===== src/rtl/seg_serial_shifter_if.sv =====
// Parallel-side handshake bundle for seg_serial_shifter.
//   data  : 64-bit segment pattern, bit 63 shifted out first
//   start : transfer request, taken only while ready is high
//   ready : shifter idle and able to accept start
//   done  : one-cycle pulse at the start of the latch phase
// master drives data/start, slave (the shifter) drives ready/done.
interface seg_serial_shifter_if;
  logic [63:0] data;
  logic        start;
  logic        ready;
  logic        done;

  modport master (output data, output start, input ready, input done);
  modport slave  (input data, input start, output ready, output done);
endinterface


===== src/rtl/seg_serial_shifter.sv =====
// Serialises a 64-bit segment pattern into an external shift/latch register.
// Ports:
//   clk, rst_n  : system clock, asynchronous active-low reset
//   bus         : seg_serial_shifter_if.slave (data, start, ready, done)
//   seg_clk     : serial shift clock, external register samples on its rise
//   seg_do      : serial data bit (optionally inverted by INVERT)
//   seg_pen     : parallel enable, low while shifting, rising edge latches
//   seg_clr_n   : external register clear, active-low, held low in reset
// Parameters: CLK_DIV (seg_clk half-period, 1..255), INVERT, REFRESH_CYCLES.
// Optional feature: define SEG_AUTO_REFRESH_EN to compile in a periodic
// self-start that resends the current data every REFRESH_CYCLES idle cycles.
module seg_serial_shifter #(
  parameter int unsigned CLK_DIV        = 2,
  parameter bit          INVERT         = 1'b0,
  parameter int unsigned REFRESH_CYCLES = 1000000
) (
  input  logic                 clk,
  input  logic                 rst_n,
  seg_serial_shifter_if.slave  bus,
  output logic                 seg_clk,
  output logic                 seg_do,
  output logic                 seg_pen,
  output logic                 seg_clr_n
);

  typedef enum logic [1:0] {
    ST_IDLE     = 2'd0,
    ST_SHIFT_LO = 2'd1,
    ST_SHIFT_HI = 2'd2,
    ST_LATCH    = 2'd3
  } state_t;

  // every state entry reloads the divider with this value
  localparam logic [7:0] DIV_RELOAD = 8'(CLK_DIV - 32'd1);

  state_t      state_r, state_s;
  logic [63:0] shreg_r, shreg_s;
  logic [5:0]  idx_r, idx_s;
  logic [7:0]  div_r, div_s;
  logic        ready_r, ready_s;
  logic        done_r, done_s;
  logic        seg_clk_r, seg_clk_s;
  logic        seg_do_r, seg_do_s;
  logic        seg_pen_r, seg_pen_s;
  logic        seg_clr_n_r;
  logic        launch_s;

`ifdef SEG_AUTO_REFRESH_EN
  localparam logic [31:0] REFRESH_LAST = 32'(REFRESH_CYCLES - 32'd1);

  logic [31:0] refresh_cnt_r;
  logic        self_start_s;

  assign self_start_s = (state_r == ST_IDLE) && (refresh_cnt_r == REFRESH_LAST);
  // an external start coinciding with a self-start is one and the same launch
  assign launch_s     = ready_r && (bus.start || self_start_s);

  // refresh interval counter: cleared by the latch phase, counts idle cycles
  always_ff @(posedge clk or negedge rst_n) begin
    if (!rst_n) begin
      refresh_cnt_r <= 32'd0;
    end else if (state_r == ST_LATCH) begin
      refresh_cnt_r <= 32'd0;
    end else if (state_r == ST_IDLE) begin
      refresh_cnt_r <= refresh_cnt_r + 32'd1;
    end else begin
      refresh_cnt_r <= refresh_cnt_r;
    end
  end
`else
  // ready_r is only ever high in IDLE, so it doubles as the accept qualifier
  assign launch_s = ready_r && bus.start;

  // REFRESH_CYCLES has no role without auto-refresh
  if (REFRESH_CYCLES == 32'd0) begin : g_refresh_unused
  end
`endif

  // next-state, shift register, bit index and divider update
  always_comb begin
    state_s = state_r;
    shreg_s = shreg_r;
    idx_s   = idx_r;
    div_s   = div_r;
    case (state_r)
      ST_IDLE: begin
        if (launch_s) begin
          state_s = ST_SHIFT_LO;
          shreg_s = bus.data;
          idx_s   = 6'd63;
          div_s   = DIV_RELOAD;
        end else begin
          div_s   = div_r;
        end
      end
      ST_SHIFT_LO: begin
        if (div_r == 8'd0) begin
          state_s = ST_SHIFT_HI;
          div_s   = DIV_RELOAD;
        end else begin
          div_s   = div_r - 8'd1;
        end
      end
      ST_SHIFT_HI: begin
        if (div_r == 8'd0) begin
          shreg_s = {shreg_r[62:0], 1'b0};
          idx_s   = idx_r - 6'd1;
          div_s   = DIV_RELOAD;
          state_s = (idx_r != 6'd0) ? ST_SHIFT_LO : ST_LATCH;
        end else begin
          div_s   = div_r - 8'd1;
        end
      end
      ST_LATCH: begin
        state_s = ST_IDLE;
        div_s   = DIV_RELOAD;
      end
      default: begin
        state_s = ST_IDLE;
        div_s   = DIV_RELOAD;
      end
    endcase
  end

  // output decode from the next state so every output leaves a flop
  always_comb begin
    ready_s   = (state_s == ST_IDLE);
    done_s    = (state_s == ST_LATCH);
    seg_clk_s = (state_s == ST_SHIFT_HI);
    seg_pen_s = (state_s == ST_IDLE) || (state_s == ST_LATCH);
    // seg_do only moves when a low phase begins; it holds through HI/LATCH/IDLE
    if (state_s == ST_SHIFT_LO) begin
      seg_do_s = shreg_s[63] ^ INVERT;
    end else begin
      seg_do_s = seg_do_r;
    end
  end

  // state and output registers
  always_ff @(posedge clk or negedge rst_n) begin
    if (!rst_n) begin
      state_r     <= ST_IDLE;
      shreg_r     <= 64'd0;
      idx_r       <= 6'd0;
      div_r       <= 8'd0;
      ready_r     <= 1'b0;
      done_r      <= 1'b0;
      seg_clk_r   <= 1'b0;
      seg_do_r    <= 1'b0;
      seg_pen_r   <= 1'b1;
      seg_clr_n_r <= 1'b0;
    end else begin
      state_r     <= state_s;
      shreg_r     <= shreg_s;
      idx_r       <= idx_s;
      div_r       <= div_s;
      ready_r     <= ready_s;
      done_r      <= done_s;
      seg_clk_r   <= seg_clk_s;
      seg_do_r    <= seg_do_s;
      seg_pen_r   <= seg_pen_s;
      seg_clr_n_r <= 1'b1;
    end
  end

  assign bus.ready = ready_r;
  assign bus.done  = done_r;
  assign seg_clk   = seg_clk_r;
  assign seg_do    = seg_do_r;
  assign seg_pen   = seg_pen_r;
  assign seg_clr_n = seg_clr_n_r;

endmodule


===== src/flat_wrapper.sv =====
// flat-port wrapper written by rule: the top's interface ports become plain ports
module seg_serial_shifter_flat 
#(
  parameter int unsigned CLK_DIV        = 2,
  parameter bit          INVERT         = 1'b0,
  parameter int unsigned REFRESH_CYCLES = 1000000
)
  (clk, rst_n, seg_clk, seg_do, seg_pen, seg_clr_n, bus_data, bus_start, bus_ready, bus_done);
  seg_serial_shifter_if bus_i ();
  input  logic clk;
  input  logic rst_n;
  output logic seg_clk;
  output logic seg_do;
  output logic seg_pen;
  output logic seg_clr_n;
  input wire logic [$bits(bus_i.data)-1:0] bus_data;
  input wire logic [$bits(bus_i.start)-1:0] bus_start;
  output wire logic [$bits(bus_i.ready)-1:0] bus_ready;
  output wire logic [$bits(bus_i.done)-1:0] bus_done;
  assign bus_i.data = bus_data;
  assign bus_i.start = bus_start;
  assign bus_ready = bus_i.ready;
  assign bus_done = bus_i.done;
  seg_serial_shifter #(.CLK_DIV(CLK_DIV), .INVERT(INVERT), .REFRESH_CYCLES(REFRESH_CYCLES)) u_core (.clk(clk), .rst_n(rst_n), .bus(bus_i), .seg_clk(seg_clk), .seg_do(seg_do), .seg_pen(seg_pen), .seg_clr_n(seg_clr_n));
endmodule

===== config.mk =====
export PLATFORM = sky130hd
export DESIGN_NAME = seg_serial_shifter_flat
export DESIGN_NICKNAME = d
export VERILOG_FILES = /design/src/rtl/seg_serial_shifter_if.sv /design/src/rtl/seg_serial_shifter.sv /design/src/flat_wrapper.sv
export SDC_FILE = /design/constraint.sdc
export NUM_CORES = 1
export LEC_CHECK = 0
export ABC_AREA = 1
export CORE_MARGIN = 2
export CORE_UTILIZATION = 30
export DETAILED_ROUTE_END_ITERATION = 16
export PLACE_DENSITY = 0.55
export SETUP_SLACK_MARGIN = 0.15
export SLEW_MARGIN = 25
export SYNTH_ARGS = -nofsm -noshare
export SYNTH_HDL_FRONTEND = slang
export SYNTH_SLANG_ARGS = --single-unit
export TNS_END_PERCENT = 5

===== constraint.sdc =====
create_clock -name clk -period 4.6 [get_ports clk]
set_input_delay 0.92 -clock clk [delete_from_list [all_inputs] [get_ports clk]]
set_output_delay 0.92 -clock clk [all_outputs]
set_load 0.005 [all_outputs]

==> summary.txt, run 1 <==
commonest non-fill, non-tap cells in the layout = 107 x a21oi_1, 95 x nand2_1, 87 x nor2_1
global route overflow = 0
FF-to-FF End = u_core.shreg_r[6]
Site Rows = 42
Critical Path AT = 2.98 ns
utilization after layout = 39.29%
Synth Flop Type = dfrtp_1
CP Capture Type = register
Post-CTS Setup Bufs = 0
Clock Sinks = 86
final hold violations = 0
Final Critical Period = 2.727 ns
Final setup viols = 0
pwr/cell area = 725.7 nW/um^2
initial core utilization = 30.96%
Cell Int Power = 2.213 mW
# resized after CTS = 0
DPL Wire Length = 6568 um
drt first-iter violations = 239
Critical Path Source Type = input pin
register area = 2153 um^2
sequential fraction of the synthesis area = 51.90%
sw frac = 42.09%
crit path to = u_core.shreg_r[6]
sequential power share = 34.4%
Die ar. = 14790 um^2
Final GP Congestion = 0.7509
largest net degree at the start of global routing = 70
Yosys reg bits = 86
Netlist Area Pre-Place = 4149 um^2
core area = 13400 um^2
first-pass GRT wire length = 16490 um
outcome = completed
Synth Warn # = 0
Layout area overhead = 26.90%
Worst Slack Setup Final = 1.873 ns
die width = 121.6 um
fmax = 366.7 MHz
post-synthesis async set-or-reset flop share = 100.0%
IO Count = 73
VDD IR-drop max = 0.4034 mV
vias in the first global route = 3423
CP Launch Point = bus_start
routed length per instance = 13.49 um
most common cell after layout, fill and taps aside = a21oi_1
sequence of cells on the critical path = clkdlybuf4s50_1, nand2_1, nor2_4, buf_4, a21oi_1, a21oi_1
Required @ worst endpoint = 4.86 ns
Post-Synthesis Net Count = 567
Unique masters post-synth = 31
Psw = 1.608 mW
dpl ws = 1.531 ns
top post-synthesis cells by area = dfrtp_1 51%, a21oi_1 13%, nand2_1 8.6%, nor2_1 8.0%, a21oi_2 4.6%
# H-tree levels = 3
combinational power share = 47.6%
Mapped Cells = 494
Slew HR = 39.00%
Clk network pwr share = 18.0%
clk buf depth = 2
proportion of layout cells with a drive suffix above 1 = 10.32%
number of synthesized flops with an enable pin = 0
GRT Overall Usage = 14.02%
Die H = 121.6 um
DRT Wirelength = 9959 um
CP Class = in2reg
Critical Path Slowest Stage Cell = nor2_4
1st-pass router iterations = 5
clock latency on the worst-skew pair = 0.33 ns
Residual DRC = 0
Post-Route Setup TNS = 0 ns
Worst-Margin Slew = 0.9128 ns
Leakage Power = 2.237 nW
Reg clk slew, reported paths = 0.06 ns
slack of the worst reg-to-reg path = 2.17 ns
n_diodes = 0
IO buf count = 72
Hold Crit Depth = 2
Max FO, Critical Path = 37
cell taking the most area after synthesis = dfrtp_1
Worst Hold Class = reg2reg
fin crit share = 59.28%
max cap viols = 0
via/cell ratio = 4.667
critical path's most frequent cell = a21oi_1
Post-Route Skew = 0.007282 ns
cts bufs inserted = 9
initial antenna violation count = 0
Root Buffer = clkbuf_16
post-route ant nets = 0
top cell type's share of synthesized area = 51.27%
Critical R2R Launch = u_core.state_r[1]
Multi-input gate area = 1729 um^2
CTS tree = yes
RSZ-0062 raised after global routing = no
Max Slew Vio Count = 0
cts hold-fix bufs = 0
crit-path max cell delay = 0.72 ns
Fillers = 1397
mean post-synth cell area = 8.399 um^2
vias = 3444
R2R depth = 7
Layout Nets = 630
## critical path, delay by kind of cell
family	cells	cell delay (ns)
AND/OR/NAND/NOR	2	0.84
AO/OA/AOI/OAI	2	0.30
buffers and inverters	2	0.89
## power groups by stage
| stage | Clock (mW) | Sequential, mW | Combinational, mW |
|---|---|---|---|
| global placement | 0 | 1.31 | 1.75 |
| CTS | 0.710 | 1.31 | 1.84 |
| finish | 0.689 | 1.31 | 1.82 |
| global route | 0.747 | 1.35 | 2.09 |
| floorplan | 0 | 1.28 | 1.50 |
| detailed placement | 0 | 1.32 | 1.84 |
## cells by family after synthesis
| family | share of synthesized area (%) |
|---|---|
| adder cells (fa/ha/maj) | 1.809 |
| AO/OA/AOI/OAI | 18.82 |
| buffers and inverters | 6.604 |
| other | 0.09038 |
| AND/OR/NAND/NOR | 20.14 |
| XOR/XNOR | 0.6334 |
| flip-flops | 51.90 |
## cell type report
type	instances	area share (%)
flip-flops and latches	86	40.90
multi-input cells	353	32.84
repair buffers	79	14.64
clock buffers	12	5.062
well taps	176	4.183
inverters	28	1.996
clock inverters	4	0.3802
## synthesized netlist by cell type (2+ instances only)
| cell | count |
|---|---|
| a21oi_1 | 107 |
| nand2_1 | 95 |
| nor2_1 | 88 |
| dfrtp_1 | 85 |
| inv_1 | 25 |
| a21oi_2 | 22 |
| buf_2 | 15 |
| nand3_1 | 9 |
| buf_6 | 6 |
| ha_1 | 6 |
| clkbuf_1 | 4 |
| o21ai_1 | 4 |
| inv_2 | 3 |
| xor2_1 | 3 |
| nand2_2 | 2 |
| nand2_4 | 2 |
| nor2_4 | 2 |
| nor3b_1 | 2 |
| o21ai_0 | 2 |
## state kept, by name, summed over array words and instances, names as in the netlist
name / flops
u_core.seg_clk: 1
u_core.shreg_r: 64
u_core.div_r: 8
u_core.seg_pen: 1
u_core.bus.ready: 1
u_core.state_r: 2
u_core.seg_do: 1
u_core.bus.done: 1
u_core.seg_clr_n: 1
u_core.idx_r: 6
## worst min path at each step
stage | from | endpoint
after floorplan | u_core.shreg_r[63] | u_core.shreg_r[63]
after global placement | u_core.shreg_r[63] | u_core.shreg_r[63]
after detailed placement | u_core.shreg_r[63] | u_core.shreg_r[63]
after CTS | u_core.shreg_r[63] | u_core.shreg_r[63]
after global routing | u_core.shreg_r[63] | u_core.shreg_r[63]
final | u_core.shreg_r[63] | u_core.shreg_r[63]
## layer usage
layer / GRT usage, % / vias up / routed length (um)
met5: 0 / - / 0
met4: 5.819 / 0 / 150
met3: 2.247 / 10 / 378
met2: 22.44 / 61 / 4637
met1: 19.01 / 1646 / 4792
li1: - / 1727 / -
## per-stage QoR
stage	hold WS, ns	instance area (um^2)	instances	power [mW]
after global placement	0.4647	4979	722	3.064
final	0.4836	5265	738	3.821
after detailed placement	0.4659	4979	722	3.160
after floorplan	0.4452	4149	494	2.781
after global routing	0.5002	5265	738	4.188
after CTS	0.4820	5265	738	3.865
Power figures use the tool's default switching activity.
==> inputs of run 2 (changes only) <==
--- a/config.mk
+++ b/config.mk
@@ -9,7 +9,7 @@
 export CORE_MARGIN = 2
 export CORE_UTILIZATION = 30
 export DETAILED_ROUTE_END_ITERATION = 16
-export PLACE_DENSITY = 0.55
+export PLACE_DENSITY = 0.57
 export SETUP_SLACK_MARGIN = 0.15
 export SLEW_MARGIN = 25
 export SYNTH_ARGS = -nofsm -noshare
==> constraint.sdc (replaced) <==
create_clock -name clk -period 2.4 [get_ports clk]
set_input_delay 0.48 -clock clk [delete_from_list [all_inputs] [get_ports clk]]
set_output_delay 0.48 -clock clk [all_outputs]
set_load 0.005 [all_outputs]
==> summary.txt, run 2 (synthesis results as in run 1) <==
Non-Filler Instances = 744 (+0.81%)
n_diodes = 0 (unchanged)
drt first-iter violations = 186 (-22%)
routed length per instance = 12.50 um (-7.4%)
crit-path leading delay family = buffers and inverters
initial antenna violation count = 0 (unchanged)
max cap viols = 0 (unchanged)
Worst Hold Class = in2async
Reg clk slew, reported paths = 0.07 ns (about the same)
Root Buffer = clkbuf_16
Worst Slack Setup Final = 0.4854 ns (-1.388 ns)
Tot Pwr = 7.572 mW (+98%)
clock latency on the worst-skew pair = 0.35 ns (+0.02 ns)
first-pass GRT wire length = 16190 um (-1.8%)
Critical Path Slowest Stage Cell = clkdlybuf4s50_1
# resized after CTS = 0 (unchanged)
Final setup viols = 0 (unchanged)
Layout Nets = 636 (+0.95%)
Clock Sinks = 86 (unchanged)
Post-Route Setup TNS = 0 ns (unchanged)
Critical Path AT = 2.15 ns (-0.83 ns)
CTS tree = yes
Die H = 121.6 um (unchanged)
vias in the first global route = 3477 (+1.6%)
Final Critical Period = 1.915 ns
Final GP Congestion = 0.7450 (-0.79%)
largest net degree at the start of global routing = 64 (-8.6%)
die width = 121.6 um (unchanged)
Post-CTS Setup Bufs = 0 (unchanged)
fin crit share = 79.77%
Max FO, Critical Path = 43 (+16%)
register area = 2153 um^2 (unchanged)
Largest regs = u_core.shreg_r x64, u_core.div_r x8, u_core.idx_r x6
Die ar. = 14790 um^2 (unchanged)
GRT Overall Usage = 13.70% (-0.32 points)
IO buf count = 72 (unchanged)
RSZ-0062 raised after global routing = no
Critical Path Source Type = input pin
pwr/cell area = 1408 nW/um^2 (+94%)
DRT Wirelength = 9298 um (-6.6%)
Largest Register = u_core.shreg_r
Multi-input gate area = 1729 um^2 (unchanged)
Site Rows = 42 (unchanged)
crit-path max cell delay = 0.45 ns (-0.27 ns)
sequence of cells on the critical path = clkdlybuf4s50_1, nand2_1, nand2_2, inv_1, nor2_1, nand2_4, buf_4, nor2_4, xor2_1, nand2_1
Worst Path Buf+Inv = 3 (+1)
global route overflow = 0 (unchanged)
1st-pass router iterations = 4 (-1)
max reg flops = 64 (unchanged)
post-route ant nets = 0 (unchanged)
Layout area overhead = 29.58%
Leakage Power = 2.277 nW (+1.8%)
core area = 13400 um^2 (unchanged)
final instance area = 5376 um^2 (+2.1%)
Post-Route Skew = 0.008723 ns (+0.001442 ns)
cts bufs inserted = 9 (unchanged)
clk buf depth = 2 (unchanged)
# H-tree levels = 3 (unchanged)
vias = 3468 (+0.70%)
CP Class = in2reg
commonest non-fill, non-tap cells in the layout = 107 x a21oi_1, 95 x nand2_1, 87 x nor2_1
hold slack = 0.08141 ns (-0.4021 ns)
dpl ws = 0.1198 ns (-1.411 ns)
outcome = completed
dpl cell area = 5061 um^2 (+1.7%)
most common cell after layout, fill and taps aside = a21oi_1
fmax = 522.3 MHz
Required @ worst endpoint = 2.64 ns (-2.22 ns)
VDD IR-drop max = 0.5190 mV (+29%)
via/cell ratio = 4.661 (-0.12%)
Residual DRC = 0 (unchanged)
CP Capture Type = register
Fillers = 1348 (-3.5%)
final hold violations = 0 (unchanged)
utilization after layout = 40.12% (+0.83 points)
proportion of layout cells with a drive suffix above 1 = 11.27% (+0.95 points)
critical path's most frequent cell = nand2_1
DPL Wire Length = 6320 um (-3.8%)
IO Count = 73 (unchanged)
Max Slew Vio Count = 0 (unchanged)
initial core utilization = 30.96% (unchanged)
cell total after placement = 728 (+0.83%)
cts hold-fix bufs = 0 (unchanged)
[run 2: changes by cell type in the layout (fill, tap and decap cells not counted), moves of 2 or more]
| cell | previous run | this run |
|---|---|---|
| buf_12 | 0 | 3 |
| buf_4 | 8 | 11 |
| clkbuf_8 | 3 | 1 |
| clkinv_2 | 4 | 0 |
| clkinvlp_4 | 0 | 2 |
| inv_8 | 0 | 2 |
[run 2: area by class of cell]
| class | instances | share of cell area, % |
|---|---|---|
| sequential | 86 | 40.05 |
| multi-input combinational | 353 | 32.16 |
| clock inverter | 6 | 1.420 |
| timing repair buffer | 85 | 15.87 |
| clock buffer | 10 | 4.445 |
| tap | 176 | 4.096 |
| inverter | 28 | 1.955 |
[run 2: path summary, 6_finish.rpt]
check                             startpoint          endpoint  slack (ns)  cells after the start
setup / recovery                   bus_start   u_core.idx_r[3]        0.49                     10
hold / removal                         rst_n  u_core.seg_clr_n        0.08                      1
setup reg to reg           u_core.state_r[1]   u_core.idx_r[3]        0.52                     10
hold reg to reg                u_core.seg_do     u_core.seg_do        0.49                      2
max in group asynchronous              rst_n    u_core.seg_pen        1.60                      2
min in group clk               u_core.seg_do     u_core.seg_do        0.49                      2
[run 2: layer usage]
layer  vias up  share of wire [%]  GRT usage, %
li1       1742                  -             -
met1      1628                 48         18.69
met4         0                2.3         6.537
met2        83                 45         21.17
met3        15                4.8         2.434
met5         -                  0             0
[run 2: report_power, final]
group          total [mW]  switching (mW)  internal, mW
clock                1.46           0.611         0.853
sequential           2.51           0.336          2.18
combinational        3.60            2.20          1.40
